[config.mk]
export PLATFORM = sky130hd
export DESIGN_NAME = uart_rx_fifo
export DESIGN_NICKNAME = d
export VERILOG_FILES = /design/src/rtl/uart_rx_fifo.sv
export SDC_FILE = /design/constraint.sdc
export NUM_CORES = 1
export LEC_CHECK = 0
export CAP_MARGIN = 20
export CORE_AREA = 2 2 92 94
export CTS_CLUSTER_DIAMETER = 80
export DETAILED_ROUTE_END_ITERATION = 16
export DIE_AREA = 0 0 94 96
export PLACE_DENSITY = 0.65
export SKIP_CTS_REPAIR_TIMING = 1
export SYNTH_ARGS = -nofsm -noshare
export SYNTH_HDL_FRONTEND = slang
export SYNTH_SLANG_ARGS = --single-unit
[constraint.sdc]
create_clock -name clk -period 6.6 [get_ports clk]
set_input_delay 1.32 -clock clk [delete_from_list [all_inputs] [get_ports clk]]
set_output_delay 1.32 -clock clk [all_outputs]
set_load 0.1 [all_outputs]
[src/rtl/uart_rx_fifo.sv]
// rtl/uart_rx_fifo.sv - first-word-fall-through receive FIFO behind the UART receiver
//
// Buffers bytes strobed in by the receiver and presents them to the consumer
// through a valid/ready read port. Tracks the fill level and counts writes
// that were dropped because the buffer was full.
//
// Ports:
//   clk          system clock, rising edge
//   rst          synchronous active-high reset
//   P_DATA       received byte
//   data_valid   write strobe, one write request per high cycle
//   rd_ready     consumer takes the head entry this cycle
//   ovf_clr      clears overflow and drop_count
//   rd_data      head entry, meaningful while rd_valid=1
//   rd_valid     FIFO holds at least one entry
//   empty        fill_count == 0
//   full         fill_count == DEPTH
//   almost_full  fill_count >= AFULL_LEVEL
//   fill_count   number of stored entries, 0..DEPTH
//   overflow     sticky, set when a write is dropped
//   drop_count   saturating count of dropped writes

module uart_rx_fifo #(
  parameter int DATA_WIDTH  = 8,
  parameter int DEPTH       = 8,
  parameter int ADDR_WIDTH  = 3,
  parameter int AFULL_LEVEL = 6
) (
  input  logic                  clk,
  input  logic                  rst,
  input  logic [DATA_WIDTH-1:0] P_DATA,
  input  logic                  data_valid,
  input  logic                  rd_ready,
  input  logic                  ovf_clr,
  output logic [DATA_WIDTH-1:0] rd_data,
  output logic                  rd_valid,
  output logic                  empty,
  output logic                  full,
  output logic                  almost_full,
  output logic [ADDR_WIDTH:0]   fill_count,
  output logic                  overflow,
  output logic [7:0]            drop_count
);

  localparam logic [ADDR_WIDTH-1:0] PTR_INC   = 1;
  localparam logic [ADDR_WIDTH:0]   CNT_INC   = 1;
  localparam logic [ADDR_WIDTH:0]   CNT_FULL  = DEPTH[ADDR_WIDTH:0];
  localparam logic [ADDR_WIDTH:0]   CNT_AFULL = AFULL_LEVEL[ADDR_WIDTH:0];

  logic [DATA_WIDTH-1:0] mem [DEPTH];
  logic [ADDR_WIDTH-1:0] wr_ptr;
  logic [ADDR_WIDTH-1:0] rd_ptr;

  logic pop;
  logic push;
  logic drop;

  // Status flags come only from the registered fill count, so nothing on the
  // input side reaches an output combinationally.
  assign empty       = (fill_count == '0);
  assign full        = (fill_count == CNT_FULL);
  assign almost_full = (fill_count >= CNT_AFULL);
  assign rd_valid    = ~empty;
  assign rd_data     = mem[rd_ptr];

  // A pop frees the slot the write needs, so a full FIFO still accepts a
  // write in the same cycle as a read.
  assign pop  = rd_valid & rd_ready;
  assign push = data_valid & (~full | pop);
  assign drop = data_valid & full & ~pop;

  always_ff @(posedge clk) begin
    if (push) begin
      mem[wr_ptr] <= P_DATA;
    end
  end

  always_ff @(posedge clk) begin
    if (rst) begin
      wr_ptr     <= '0;
      rd_ptr     <= '0;
      fill_count <= '0;
    end else begin
      if (push) begin
        wr_ptr <= wr_ptr + PTR_INC;
      end
      if (pop) begin
        rd_ptr <= rd_ptr + PTR_INC;
      end
      case ({push, pop})
        2'b10:   fill_count <= fill_count + CNT_INC;
        2'b01:   fill_count <= fill_count - CNT_INC;
        default: fill_count <= fill_count;
      endcase
    end
  end

  // A drop in the same cycle as a clear counts as the first drop after the
  // clear, so software never loses sight of it.
  always_ff @(posedge clk) begin
    if (rst) begin
      overflow   <= 1'b0;
      drop_count <= '0;
    end else if (drop) begin
      overflow <= 1'b1;
      if (ovf_clr) begin
        drop_count <= 8'd1;
      end else if (drop_count != 8'hFF) begin
        drop_count <= drop_count + 8'd1;
      end
    end else if (ovf_clr) begin
      overflow   <= 1'b0;
      drop_count <= '0;
    end
  end

endmodule

# Word-level counts from Yosys, hierarchy flattened
# Memories as Yosys holds them, arrays and structs flattened. A register that Yosys moved wholly into a read port is not among the register bits.
# Index checks and enable logic that the tools add are counted.
[totals]
elab_cells = 40
in_bits = 13
n_memories = 1
ff_bits = 19
ram_bits = 64
[memory_table]
columns = ["name", "depth", "word_bits", "rd", "rd_clocked_by_memory_dff", "write_ports", "line_no", "text"]
rows = [
  ["mem", 8, 8, 1, 1, 1, "50", "logic [DATA_WIDTH-1:0] mem [DEPTH];"],
]
[op_classes]
n_reduce_logical = 5
add_sub_neg = 5
n_eq_ne = 4
muxes = 11
bitwise_logic = 8
order_cmp = 1
[op_table]
columns = ["cell", "count"]
rows = [
  ["8-bit 2-to-1 mux", 4],
  ["8-bit by 1-bit adder with 8-bit output (second input constant)", 1],
  ["8-bit inequality test (second input constant)", 1],
  ["4-bit case mux with 2 select lines", 1],
  ["3-bit by 1-bit adder with 3-bit output (second input constant)", 2],
  ["3-bit 2-to-1 mux", 2],
  ["2-bit nonzero test", 3],
  ["4-bit by 1-bit adder with 4-bit output (second input constant)", 1],
  ["1-bit bitwise AND", 4],
  ["4-bit == test (second input constant)", 1],
  ["4-bit by 3-bit greater-or-equal comparator with 1-bit output (second input constant)", 1],
  ["4-bit logical NOT", 1],
  ["1-bit 2-to-1 mux", 4],
  ["4-bit by 1-bit subtractor with 4-bit output (second input constant)", 1],
  ["1-bit inverter", 3],
  ["2-bit by 1-bit == test with 1-bit output (second input constant)", 1],
  ["2-bit == test (second input constant)", 1],
  ["2-bit AND reduction", 1],
  ["1-bit OR", 1],
]

# Depth between registers and ports, before layout
# Gate-level depths: netlist of the first run.
[logic_depth]
depth_word = 7
depth_mapped = 10
depth_no_buf = 8

# Least setup slack after synthesis of the first run
# Ideal clock, no wire load.
[synth_path]
path_kind = "register to output"
start = "reg fill_count[0]"
end = "out empty"
n_path_buf = 1
path_stages_with_launch = 4
t_arrival_ns = 3.060
setup_slack_ns = 2.220
path_cell_list = "dfxtp_1 -> or4_2 -> clkbuf_1 -> inv_1"
[synth_between]
elab_chain_len = 1
[synth_rtl]
columns = ["item", "line_no", "text"]
rows = [
  ["start: declaration", "40", "output logic [ADDR_WIDTH:0] fill_count,"],
  ["start signal: assignment", "91", "2'b10: fill_count <= fill_count + CNT_INC;"],
  ["start signal: assignment", "92", "2'b01: fill_count <= fill_count - CNT_INC;"],
  ["start signal: assignment", "93", "default: fill_count <= fill_count;"],
  ["4-bit logical NOT", "60", "assign empty = (fill_count == '0);"],
  ["end: declaration", "37", "output logic empty,"],
]
# No other way between the ends.

==> results.cfg, run 1 <==
[floorplan]
io_pins = 38
fp.dieW_um = 94
die_y_um = 96
rows = 33
die_area_um2 = 9020
start_util = 0.442
core_area_um2 = 8050

[global_routing]
antenna_found_initial = 0
overflow = 0
grt.total_usage = 0.153
grt_max_degree = 18
grt_pass1_wl_um = 10000
grt_pass1_vias = 2034

[critical_path]
cp_max_fo = 9
crit_buf_inv = 2
critPathKind = flip-flop to output pin
critical_path.top_delay_family = buffers and inverters
reg2reg_depth = 8
cp_slowest_cell = clkdlybuf4s50_1
max_stage_delay_ns = 0.96
arrival_ns = 3.03
cp-end-kind = output pin
reg2reg_slack_ns = 4.09
regToRegStartpoint = fill_count[0]
required_ns = 5.28
reg2reg_to = fill_count[2]
worstSetupStartpointType = flip-flop
worstPathCellList = buf_8 > mux4_2 > mux2_2 > clkdlybuf4s50_1

[finish]
drive_gt1_frac = 0.183
fin_util = 0.526
area_growth_pct = 18.9
diodes = 0
stdcell_area_um2 = 4230
nets = 285
final_cells = 378

[sta]
worst_slew_pin_slew_ns = 0.974
setup_tns_ns = 0
grt_setup_unrepaired = false
relSlewSlack = 0.348
slew_viol_final = 0
holdWs_ns = 0.479
period_minus_slack_ns = 4.35
skew_ns = 0.00965
fmax_mhz = 230
hold_viol = 0
postLayoutSetupSlackWorst_ns = 2.25
fin_crit_sh = 0.659
report.final.setup_viol = 0

[drt]
drc_errors = 0
via_count = 2086
antenna_left = 0
drt_iter0_markers = 124
drt_pass1_iterations = 4
viasPerCell = 5.52
routedWlPerCell_um = 16.8
wirelength_um = 6340

[yosys]
syn_inst = 234
synth_top_cell_by_area = edfxtp_1
yosys-mux-area-fraction = 0.133
syn_area_um2 = 3560
synth_top_area_frac = 0.540
synthSimpleGateAreaFrac = 0.0865
synth-compound-area-share = 0.0629
synth_top_family_by_area = multiplexers
ys_types = 45
synthAdderAreaFrac = 0.0141
synth_seq_area_share = 0.664
synth-main-ff-cell = edfxtp_1
synth_async_sr_flop_share = 0
synth_area_leaders = edfxtp_1 (54%), dfxtp_1 (12%), mux4_2 (10%)
synth_nets = 251
ys_ff_latch = 86
synth_xor_xnor_area_share = 0.0123
synth_edf_count = 64
ys_warn_count = 0
synth.avg_cell_area_um2 = 15.2

[place]
dp_cells = 361
gp_congestion = 0.802
place_ws_ns = 2.33
place_area_um2 = 4000
dp_hpwl_um = 3960
io_buffers = 37

[clock_tree]
h-tree-depth = 3
clock_path_buffers = 2
cts_tree = done
cts_made_buffers = 9
ctsRootBufferMaster = clkbuf_8
clkLatencyLatePin_ns = 0.35
clock-sinks = 86
clk_pin_slew_ns = 0.08

[pwr]
p_leak_nw = 1.37
peakVddDrop_mv = 0.519
power.density_nw_per_um2 = 381
p_total_mw = 1.61

[min_path]
min_path_type = flip-flop to flip-flop
min_to = overflow
whs_path_depth = 2
worstHoldStart = overflow

[run]
drv_cap = 0

[run_status]
status = finished, final reports clean
-- cell usage after synthesis (2+ instances only) --
cell type and instances:
xnor2_1 2, ha_1 4, o31ai_1 3, clkbuf_1 10
edfxtp_1 64, nand2_1 7, buf_6 2, dfxtp_1 22
and4_1 2, nand3_1 7, inv_1 7, nand2b_1 6
a31oi_1 3, a21oi_1 8, mux4_2 16, nor2_1 19
nor3_1 6, nor4_1 2, or2_2 2, or4_1 2
o21ai_0 3, xor2_1 3, o211ai_1 2, and2_1 2
a41o_1 2, mux2_2 9
-- area by class of cell --
cell class                 count  area, um2
clock inverter                 7       96.3
timing repair buffer          38        385
inverter                       7       26.3
sequential                    86       2360
clock buffer                   9        124
multi-input combinational    126       1110
tap                          105        131
fill                         677       3820
-- per-layer routing --
layer  up-vias  share of wire  GRT usage
li1        973              -          -
met1      1051           0.45      0.199
met2        54           0.49      0.252
met3         8          0.039     0.0274
met4         0          0.015     0.0664
met5         -              0          0
-- cells by family after synthesis --
group                      after synthesis
DFF                                     86
and+or+nand+nor                         60
AOI/OAI and AO/OA                       31
muxes                                   26
buffers and inverters                   22
xor gates and xnor gates                 5
adders and majority gates                4
-- sequential cells by signal, indices dropped and copies added (netlist names), named ones only --
name and cells:
wr_ptr 3, fill_count 4, overflow 1, rd_ptr 3, mem 64, drop_count 8
-- worst max-delay path by stage --
stage	from	end	slack, ns	cells after the start
after floorplan	fill_count[0]	empty	2.22	3
after global placement	flip-flop	rd_data[4]	2.36	3
after detailed placement	flip-flop	rd_data[1]	2.33	3
after CTS	flip-flop	rd_data[4]	1.94	3
after global routing	flip-flop	rd_data[7]	2.11	4
final	flip-flop	rd_data[4]	2.25	4
-- layout by cell type, fill, tap and decap left out, types with 6 or more instances in the layout --
cell	instances
clkbuf_8	9
dfxtp_1	22
nor2_1	19
clkdlybuf4s50_1	37
nand3_1	7
mux2_2	9
edfxtp_1	64
a21oi_1	8
nand2b_1	6
inv_1	7
mux4_2	16
nand2_1	7
-- worst reg2reg max path, stage by stage, from the launching register on --
cell and delay [ns]:
dfxtp_1 0.41, or4_2 0.77, inv_1 0.14, nor3_1 0.06, a21o_2 0.19, ha_1 0.19, nor4_1 0.27, a31oi_1 0.08
mux2_2 0.28
-- power breakdown --
part           total (mW)  switching [mW]  internal [mW]  leakage, nW
Combinational       0.561           0.376          0.184        0.508
Clock               0.399           0.185          0.214        0.104
Sequential          0.651          0.0465          0.605        0.760
Total                1.61           0.608           1.00         1.37
(Power assumes the default switching activity.)
==> run 2: changes to the inputs <==
clock period = 4.5 ns   (was 6.6 ns; I/O delays follow)
==> run 2 against run 1 <==
Against the previous run:
- die area is the same
- highest routed layer unchanged
- clock power grew 12%
- combinational power grew 47%
- non-clock buffer count grew 2
- clock skew shrank 0.0010 ns
- via count shrank 2.7%
- sequential power grew 43%
- first-iteration DRC count shrank 16%
- critical path depth shrank 1
- core utilization shrank 1.1 points
- cell area shrank 2.2%
- clock-buffer cell count is the same
==> results.cfg, run 2 (same netlist as run 1, synthesis figures left out) <==
[finish]
nets = 287
largest_reg_flops = 64
layout_common_cells = edfxtp_1 (64), clkdlybuf4s50_1 (28), dfxtp_1 (22)
area_growth_pct = 16.3
stdcell_area_um2 = 4140
diodes = 0
largestRegisters = mem: 64 flops, drop_count: 8 flops, fill_count: 4 flops
drive_gt1_frac = 0.208
layout_commonest_cell = edfxtp_1
regMostFlops = mem

[critical_path]
cp-end-kind = output pin
worstSetupStartpointType = flip-flop
required_ns = 3.60
cp_max_fo = 11
critPathKind = flip-flop to output pin
reg2reg_slack_ns = 1.97
arrival_ns = 2.65
reg2reg_depth = 8

[clock_tree]
h-tree-depth = 3
clock_path_buffers = 2
cts_made_buffers = 9
ctsRootBufferMaster = clkbuf_8
clock-sinks = 86
cts_tree = done
clkLatencyLatePin_ns = 0.34
clk_pin_slew_ns = 0.08

[drt]
wirelength_um = 6460
viasPerCell = 5.35
drc_errors = 0
drt_pass1_iterations = 4
via_count = 2029
antenna_left = 0
drt_iter0_markers = 104
routedWlPerCell_um = 17.1

[global_routing]
grt_pass1_vias = 2027
grt_pass1_wl_um = 10300
overflow = 0
antenna_found_initial = 0
grt_max_degree = 18
grt.total_usage = 0.155

[sta]
fmax_mhz = 282
setup_tns_ns = 0
slew_viol_final = 0
grt_setup_unrepaired = false
period_minus_slack_ns = 3.55
relSlewSlack = 0.343
fin_crit_sh = 0.788
worst_slew_pin_slew_ns = 0.983
skew_ns = 0.00865
report.final.setup_viol = 0
hold_viol = 0

[min_path]
whs_path_depth = 2
min_path_type = flip-flop to flip-flop

[pwr]
power.density_nw_per_um2 = 532
peakVddDrop_mv = 0.454
switching_power_mw = 0.874
p_comb_frac = 0.375
intPower_mw = 1.33
p_sw_frac = 0.396
p_leak_nw = 1.36
p_total_mw = 2.20
p_clk_frac = 0.202
pwr-share-seq = 0.423

[floorplan]
rows = 33
die_area_um2 = 9020
io_pins = 38
die_y_um = 96
fp.dieW_um = 94
core_area_um2 = 8050
start_util = 0.442

[place]
gp_congestion = 0.769
io_buffers = 37
dp_hpwl_um = 4130
place_area_um2 = 3990

[run_status]
status = finished, final reports clean

[run]
drv_cap = 0
run 2: power by group through the flow:
stage | logic [mW] | registers [mW] | clock network [mW]
finish | 0.826 | 0.933 | 0.445
global route | 0.868 | 0.939 | 0.483
CTS | 0.835 | 0.933 | 0.458
detailed placement | 0.832 | 0.950 | 0
global placement | 0.831 | 0.949 | 0
floorplan | 0.623 | 1.01 | 0
run 2: worst paths after layout:
check,start,endpoint
setup / recovery,fill_count[1],full
hold / removal,overflow,overflow
setup reg to reg,fill_count[0],fill_count[2]
hold reg to reg,overflow,overflow
run 2: worst max-delay path, stage by stage, from the launching register on:
cell and delay, ns:
dfxtp_1 0.41, or4b_1 0.67, inv_1 0.10, clkdlybuf4s50_1 1.13
run 2: per-layer routing:
layer  up-vias  GRT usage  part of all wire
li1        978          -                 -
met1       997      0.203              0.47
met2        47      0.254              0.48
met3         7     0.0298             0.038
met4         0     0.0652             0.012
met5         -          0                 0
run 2: area by class of cell:
cell class	count	area, um2
fill	692	3910
multi-input combinational	126	1100
clock buffer	9	124
sequential	86	2360
timing repair buffer	40	370
tap	105	131
inverter	7	26.3
clock inverter	6	30.0
run 2: per-stage QoR:
stage / hold slack, ns / worst slack, ns / cells / util
final: 0.481 / 0.954 / 379 / 0.514
after floorplan: 0.454 / 0.144 / 234 / -
after CTS: 0.488 / 0.930 / 379 / 0.514
after global placement: 0.462 / 1.34 / 364 / 0.495
after global routing: 0.517 / 0.875 / 379 / 0.514
after detailed placement: 0.473 / 1.29 / 364 / 0.495
